===== src/rtl/fir_cfg_pkg.sv =====
// -----------------------------------------------------------------------------
// fir_cfg_pkg
// Shared configuration for the reconfigurable FIR coefficient path: coefficient
// count limits, RAM bank geometry, bus widths and the loader state encoding.
// No ports (package).
// -----------------------------------------------------------------------------
package fir_cfg_pkg;

    localparam int MAX_COEFF  = 33;  // largest legal coefficient count
    localparam int BANK_DEPTH = 10;  // coefficients per RAM bank
    localparam int COEFF_W    = 16;  // signed coefficient width
    localparam int ADDR_W     = 4;   // RAM address width
    localparam int CNT_W      = 6;   // coefficient count / index width

    typedef enum logic [2:0] {
        IDLE,
        FLAG,
        WAIT_DATA,
        WRITE,
        GAP,
        DONE
    } loaderStateT;

    // A count is legal when it is in 1..maxCoeff.
    function automatic logic isLegalCount(input logic [CNT_W-1:0] n, input int maxCoeff);
        return (n != '0) && (int'(n) <= maxCoeff);
    endfunction

endpackage


===== src/rtl/fir_coeff_addr_gen.sv =====
// -----------------------------------------------------------------------------
// fir_coeff_addr_gen
// Holds the running coefficient index k (1-based) and a RAM address counter
// that wraps 1..BANK_DEPTH, so the filter sees the same address range for each
// bank while its controller picks the bank from write order.
//
// Ports:
//   iClk    clock
//   iRsn    asynchronous active-low reset
//   iLoad   restart the sequence: k=1, address=1 (wins over iInc)
//   iInc    advance to the next coefficient
//   iCount  latched coefficient count to compare k against
//   oAddr   RAM address for the current k
//   oLast   high when k equals iCount
// -----------------------------------------------------------------------------
module fir_coeff_addr_gen #(
    parameter int BANK_DEPTH = fir_cfg_pkg::BANK_DEPTH
) (
    input  logic                           iClk,
    input  logic                           iRsn,
    input  logic                           iLoad,
    input  logic                           iInc,
    input  logic [fir_cfg_pkg::CNT_W-1:0]  iCount,
    output logic [fir_cfg_pkg::ADDR_W-1:0] oAddr,
    output logic                           oLast
);
    import fir_cfg_pkg::*;

    logic [CNT_W-1:0] idx;

    always_ff @(posedge iClk or negedge iRsn) begin
        if (!iRsn) begin
            idx   <= CNT_W'(1);
            oAddr <= ADDR_W'(1);
        end else if (iLoad) begin
            idx   <= CNT_W'(1);
            oAddr <= ADDR_W'(1);
        end else if (iInc) begin
            idx   <= idx + CNT_W'(1);
            oAddr <= (oAddr == ADDR_W'(BANK_DEPTH)) ? ADDR_W'(1) : oAddr + ADDR_W'(1);
        end
    end

    assign oLast = (idx == iCount);

endmodule


===== src/rtl/fir_coeff_loader.sv =====
// -----------------------------------------------------------------------------
// fir_coeff_loader
// Host-side coefficient writer for the transposed FIR filter. Accepts a
// coefficient stream and turns each accepted word into one RAM write on the
// filter's coefficient-update port, framed by the update flag.
//
// Stream handshake: a word transfers on a rising edge where iCoeffValid and
// oCoeffReady are both high. oCoeffReady is only high in WAIT_DATA; the host
// may raise iCoeffValid at any time and must hold iCoeffData stable while
// iCoeffValid is high and the word has not yet transferred.
//
// Ports:
//   iClk_12M, iRsn       clock, asynchronous active-low reset
//   iStart, iNumOfCoeff  begin an update of iNumOfCoeff coefficients (IDLE only)
//   iAbort               terminate an update in progress
//   iCoeffValid/Data     coefficient stream in; oCoeffReady stream ready
//   oCoeffiUpdateFlag    high for the whole update window
//   oCsnRam, oWrnRam     RAM chip select / write enable, active low
//   oAddrRam, oWrDtRam   RAM address (1..BANK_DEPTH) and write data
//   oNumOfCoeff          latched count forwarded to the filter
//   oBusy, oDone, oErr   status: not idle, completion pulse, error/abort pulse
//   oFsmState            current FSM state, for observation
// All outputs except oFsmState are registered from the next state, so each
// output already reflects the state the FSM is in during that cycle.
// -----------------------------------------------------------------------------
module fir_coeff_loader #(
    parameter int MAX_COEFF  = fir_cfg_pkg::MAX_COEFF,
    parameter int BANK_DEPTH = fir_cfg_pkg::BANK_DEPTH
) (
    input  logic                                   iClk_12M,
    input  logic                                   iRsn,
    input  logic                                   iStart,
    input  logic [fir_cfg_pkg::CNT_W-1:0]          iNumOfCoeff,
    input  logic                                   iAbort,
    input  logic                                   iCoeffValid,
    input  logic signed [fir_cfg_pkg::COEFF_W-1:0] iCoeffData,
    output logic                                   oCoeffReady,
    output logic                                   oCoeffiUpdateFlag,
    output logic                                   oCsnRam,
    output logic                                   oWrnRam,
    output logic [fir_cfg_pkg::ADDR_W-1:0]         oAddrRam,
    output logic signed [fir_cfg_pkg::COEFF_W-1:0] oWrDtRam,
    output logic [fir_cfg_pkg::CNT_W-1:0]          oNumOfCoeff,
    output logic                                   oBusy,
    output logic                                   oDone,
    output logic                                   oErr,
    output logic [2:0]                             oFsmState
);
    import fir_cfg_pkg::*;

    loaderStateT         state;
    loaderStateT         nextState;
    logic                loadIdx;
    logic                incIdx;
    logic                errNext;
    logic [ADDR_W-1:0]   genAddr;
    logic                genLast;

    fir_coeff_addr_gen #(
        .BANK_DEPTH (BANK_DEPTH)
    ) uAddrGen (
        .iClk   (iClk_12M),
        .iRsn   (iRsn),
        .iLoad  (loadIdx),
        .iInc   (incIdx),
        .iCount (oNumOfCoeff),
        .oAddr  (genAddr),
        .oLast  (genLast)
    );

    always_ff @(posedge iClk_12M or negedge iRsn) begin
        if (!iRsn) begin
            state <= IDLE;
        end else begin
            state <= nextState;
        end
    end

    always_comb begin
        nextState = state;
        loadIdx   = 1'b0;
        incIdx    = 1'b0;
        errNext   = 1'b0;
        unique case (state)
            IDLE: begin
                if (iStart) begin
                    if (isLegalCount(iNumOfCoeff, MAX_COEFF)) begin
                        nextState = FLAG;
                        loadIdx   = 1'b1;
                    end else begin
                        errNext   = 1'b1;
                    end
                end
            end
            FLAG:      nextState = WAIT_DATA;
            WAIT_DATA: begin
                if (iCoeffValid && oCoeffReady) begin
                    nextState = WRITE;
                end
            end
            WRITE:     nextState = GAP;
            GAP: begin
                if (genLast) begin
                    nextState = DONE;
                end else begin
                    nextState = WAIT_DATA;
                    incIdx    = 1'b1;
                end
            end
            DONE:      nextState = IDLE;
            default:   nextState = IDLE;
        endcase

        // Abort overrides everything, including a same-cycle handshake, so the
        // word is never captured and no write follows.
        if (iAbort && (state != IDLE)) begin
            nextState = IDLE;
            incIdx    = 1'b0;
            errNext   = 1'b1;
        end
    end

    always_ff @(posedge iClk_12M or negedge iRsn) begin
        if (!iRsn) begin
            oCoeffReady       <= 1'b0;
            oCoeffiUpdateFlag <= 1'b0;
            oCsnRam           <= 1'b1;
            oWrnRam           <= 1'b1;
            oAddrRam          <= '0;
            oWrDtRam          <= '0;
            oNumOfCoeff       <= '0;
            oBusy             <= 1'b0;
            oDone             <= 1'b0;
            oErr              <= 1'b0;
        end else begin
            oCoeffReady       <= (nextState == WAIT_DATA);
            oCoeffiUpdateFlag <= (nextState != IDLE);
            oCsnRam           <= (nextState != WRITE);
            oWrnRam           <= (nextState != WRITE);
            oBusy             <= (nextState != IDLE);
            oDone             <= (nextState == DONE);
            oErr              <= errNext;
            if (loadIdx) begin
                oNumOfCoeff <= iNumOfCoeff;
            end
            // Entering WRITE only happens from a WAIT_DATA handshake, so the
            // stream word and the address for the current k are valid here.
            if (nextState == WRITE) begin
                oAddrRam <= genAddr;
                oWrDtRam <= iCoeffData;
            end
        end
    end

    assign oFsmState = state;

endmodule


===== config.mk =====
export PLATFORM = sky130hd
export DESIGN_NAME = fir_coeff_loader
export DESIGN_NICKNAME = d
export VERILOG_FILES = /design/src/rtl/fir_cfg_pkg.sv /design/src/rtl/fir_coeff_addr_gen.sv /design/src/rtl/fir_coeff_loader.sv
export SDC_FILE = /design/constraint.sdc
export NUM_CORES = 1
export LEC_CHECK = 0
export CAP_MARGIN = 20
export CORE_ASPECT_RATIO = 1.5
export CORE_UTILIZATION = 49
export DETAILED_ROUTE_END_ITERATION = 7
export GPL_TIMING_DRIVEN = 0
export PLACE_DENSITY = 0.84
export REMOVE_ABC_BUFFERS = 1
export SETUP_SLACK_MARGIN = 0.1
export SYNTH_ARGS = -nofsm -noshare
export SYNTH_HDL_FRONTEND = slang
export SYNTH_SLANG_ARGS = --single-unit

===== constraint.sdc =====
create_clock -name iClk_12M -period 4.46 [get_ports iClk_12M]
set_input_delay 1.115 -clock iClk_12M [delete_from_list [all_inputs] [get_ports iClk_12M]]
set_output_delay 1.115 -clock iClk_12M [all_outputs]
set_load 0.02 [all_outputs]

==> implementation parameters <==
Parameter                              Value

Pwr
  Sw Pwr    between 0.4 and 0.5 mW
  Power density normalized to cell area    around 500 mW/mm2
  Portion of total power attributed to combinational logic    a little over a third
  Peak supply drop    around 0.00038 V
  Leakage component of the power    around 1.2 nW
  Clock network fraction of design power    about a quarter
  Reg power frac    around two fifths
  Switching power share of the total    between 20% and 30%
  Internal power    0.991 mW
  Total Power Consumption    ~1.4 mW

Floorplan
  Count of pins on the block boundary    63
  Area of the placeable core    ~0.004 mm2
  Chip Height    80.3 um
  Total number of placement rows    28
  Area of the die    ~0.0043 mm2
  Die Span X    between 50 and 60 um
  Effective utilization at floorplan    between 50% and 60%

Logic synthesis
  Share of synthesized registers carrying an async set or reset    100%
  Synth warnings    0
  Per-instance average area after synthesis    about 14 um2
  Number of flops mapped to enable cells by yosys    0
  Main combinational cell family by area after synthesis    multiplexers
  Post-Synth Simple-Gate Area    roughly 7.2%
  Mux cell area share after synthesis    between 10% and 20%
  Top FF cell, synth    sky130_fd_sc_hd__dfrtp_1
  XOR/XNOR Fraction of Synth Area    under 10%
  Seq/Total Area, Yosys    55.2%
  Post-Synth Adder-Cell Area    roughly 1.2%
  Number of instances in the synthesized netlist    148
  Number of synthesized register bits    44
  Complex-gate fraction of the synthesized area    a little under a tenth
  Synth cell types    37
  Synth Cell Area    about 0.0020 mm2

GRT
  Largest net degree at the start of global routing    45
  First-pass GRT wire length    around 6400 um
  Gr usage total    between 20% and 30%
  Initial antenna violation count    0
  Via count of the first global-routing pass    between 1k and 1.5k
  Grt ovf    0

Clock network
  Clock transition at the registers of the reported paths    roughly 0.080 ns
  Number of buffers created by CTS    5
  Post-CTS Setup Repair Bufs    0
  Total clock sinks    44
  Count of H-tree levels built during CTS    2
  Number of cells upsized or downsized after cts    0
  TritonCTS clock tree    built
  Hold-fix buffers, CTS    0
  Buffer type at the clock tree root    sky130_fd_sc_hd__clkbuf_8
  Maximum count of clock buffers along a single path    2
  Insertion delay of the later-clocked pin in the worst-skew pair    0.29 ns

Drt
  Total number of vias    1406
  Initial drt markers    26
  Average wire length per cell after detail routing    between 15 and 20 um
  Aggregate routed wire length    between 4000 and 5000 um
  Final ANT Viol Nets    0
  Number of detailed-routing iterations run before antenna repair    6
  Ratio of routed vias to standard cells    5.43
  Residual DRC count    0

Worst setup path
  Sequence of cells on the critical path    clkdlybuf4s50_1 -> nor4_1 -> mux2i_1 -> nand3_2 -> o311ai_0 -> o41ai_1
  Worst-path cell with the longest stage delay    sky130_fd_sc_hd__clkdlybuf4s50_1
  Required @ worst endpoint    4.62 ns
  Kind of launch point of the worst setup path    input pin
  Crit. End Element    register
  Worst Path Arrival    roughly 3.0 ns
  Internal reg-to-reg setup slack    between 2 and 2.5 ns
  Crit Path Max Fanout    18
  Critical path's largest stage delay    0.42 ns
  Critical setup path kind    input pin to register

Job
  Number of violations of the max-capacitance limit    0

Final layout
  Number of nets in the final layout    241
  Post-route insts no fill    roughly 260
  Fraction of layout instances using a drive strength above 1    approximately a fifth
  P&R area growth vs syn    40.2%
  Antenna diodes    0
  Leading cell type in the layout, fill and taps excluded    sky130_fd_sc_hd__clkdlybuf4s50_1
  Commonest cells after routing, fill and taps aside    61 x sky130_fd_sc_hd__clkdlybuf4s50_1, 41 x sky130_fd_sc_hd__dfrtp_1, 19 x sky130_fd_sc_hd__mux2_4
  Fin util    71.5%

Placement
  Hpwl dp    roughly 3000 um
  Routability Congestion    ~0.8
  Dpl cells    ~250
  Buffers on Ports    a little over 60

Timing
  Post-layout minimum cycle time    2.87 ns
  Max Clock Freq    about 0.35 GHz
  Worst slew margin    between 60% and 70%
  Setup repair after global routing missed its margin    false
  Count of pins over their slew limit    0
  Portion of the clock cycle consumed by the worst path in the final layout    between 60% and 70%
  Clk_skew    0.00744 ns
  Hold violation count in the final report    0
  Final count of negative-setup-slack endpoints    0
  Setup tns final    0 ns
  Worst Max-Slew Pin Slew    between 0.4 and 0.5 ns

Outcome
  Result of the run    completed

Min path
  Path class of the lowest-slack min-delay path    register to register
routing by layer:
metal	track usage (%)	vias up	wire, um
li1	-	660	-
met1	24.7	682	1660
met2	35.9	58	2090
met3	5.11	6	284
met4	7.44	0	55
met5	0	-	0
cell families after synthesis:
| logic type | Yosys count |
|---|---|
| flops | 44 |
| mux | 27 |
| compound gates | 25 |
| simple gates | 25 |
| buf+inv | 15 |
| xor+xnor | 10 |
| fa+ha+maj | 2 |
registers in the layout, summed over array words and instances (netlist names):
register and cells:
oDone 1, uAddrGen.idx 6, oCoeffReady 1, oNumOfCoeff 6, oErr 1, oWrDtRam 16, uAddrGen.oAddr 4, oBusy 1
oAddrRam 4, oWrnRam 1, oFsmState 3
path summary, 6_finish.rpt:
| check | startpoint | endpoint | cells after the start |
|---|---|---|---|
| worst min-delay path | oWrDtRam[10]$_DFFE_PN0N_ | oWrDtRam[10]$_DFFE_PN0N_ | 1 |
| worst max-delay path | iNumOfCoeff[4] | uAddrGen.oAddr[2]$_DFFE_PN0P_ | 6 |
| worst min register to register | oWrDtRam[10]$_DFFE_PN0N_ | oWrDtRam[10]$_DFFE_PN0N_ | 1 |
| max in group asynchronous | iRsn | uAddrGen.idx[0]$_DFFE_PN1P_ | 2 |
| worst max register to register | oFsmState[0]$_DFF_PN0_ | oWrDtRam[0]$_DFFE_PN0N_ | 6 |
| min in group asynchronous | iRsn | oWrDtRam[0]$_DFFE_PN0N_ | 2 |
stage by stage:
step	hold slack, ns	setup slack (ns)	cell area (um2)
2_1_floorplan	0.471	1.69	1950
3_3_place_gp	0.492	0.995	2630
3_5_place_dp	0.494	1.26	2670
4_1_cts	0.519	1.55	2810
5_1_grt	0.527	1.43	2810
6_report	0.514	1.59	2810
area by class of cell:
type,count,area [um2]
inverters,9,33.8
flip-flops and latches,44,1100
clock buffers,6,72.6
repair buffers,64,663
fillers,266,1120
clock inverters,2,60.1
well taps,45,56.3
multi-input cells,89,815
cell usage after synthesis (3+ instances only):
master                     count  area, um2
sky130_fd_sc_hd__dfrtp_1      41       1030
sky130_fd_sc_hd__mux2_4       19        285
sky130_fd_sc_hd__inv_1         9       33.8
sky130_fd_sc_hd__xnor2_1       8       70.1
sky130_fd_sc_hd__mux2_2        7       78.8
sky130_fd_sc_hd__nand2_1       7       26.3
sky130_fd_sc_hd__o31ai_1       6       45.0
sky130_fd_sc_hd__nand3_1       4       20.0
sky130_fd_sc_hd__o211ai_1      4       30.0
sky130_fd_sc_hd__a21oi_1       3       15.0
sky130_fd_sc_hd__dfstp_2       3       78.8
sky130_fd_sc_hd__o21ai_0       3       15.0
power groups by stage:
stage          registers, mW  logic, mW  clock network (mW)
2_1_floorplan          0.658      0.157                   0
3_3_place_gp           0.548      0.491                   0
3_5_place_dp           0.559      0.503                   0
4_1_cts                0.552      0.507               0.360
5_1_grt                0.561      0.535               0.378
6_report               0.551      0.502               0.353
critical path: cells and delay by family:
| family | cells | cell delay (ns) |
|---|---|---|
| AO/OA/AOI/OAI | 2 | 0.39 |
| AND/OR/NAND/NOR | 2 | 0.77 |
| buffers and inverters | 1 | 0.42 |
| multiplexers | 1 | 0.32 |
No activity file was read; power rests on OpenSTA's default activity.
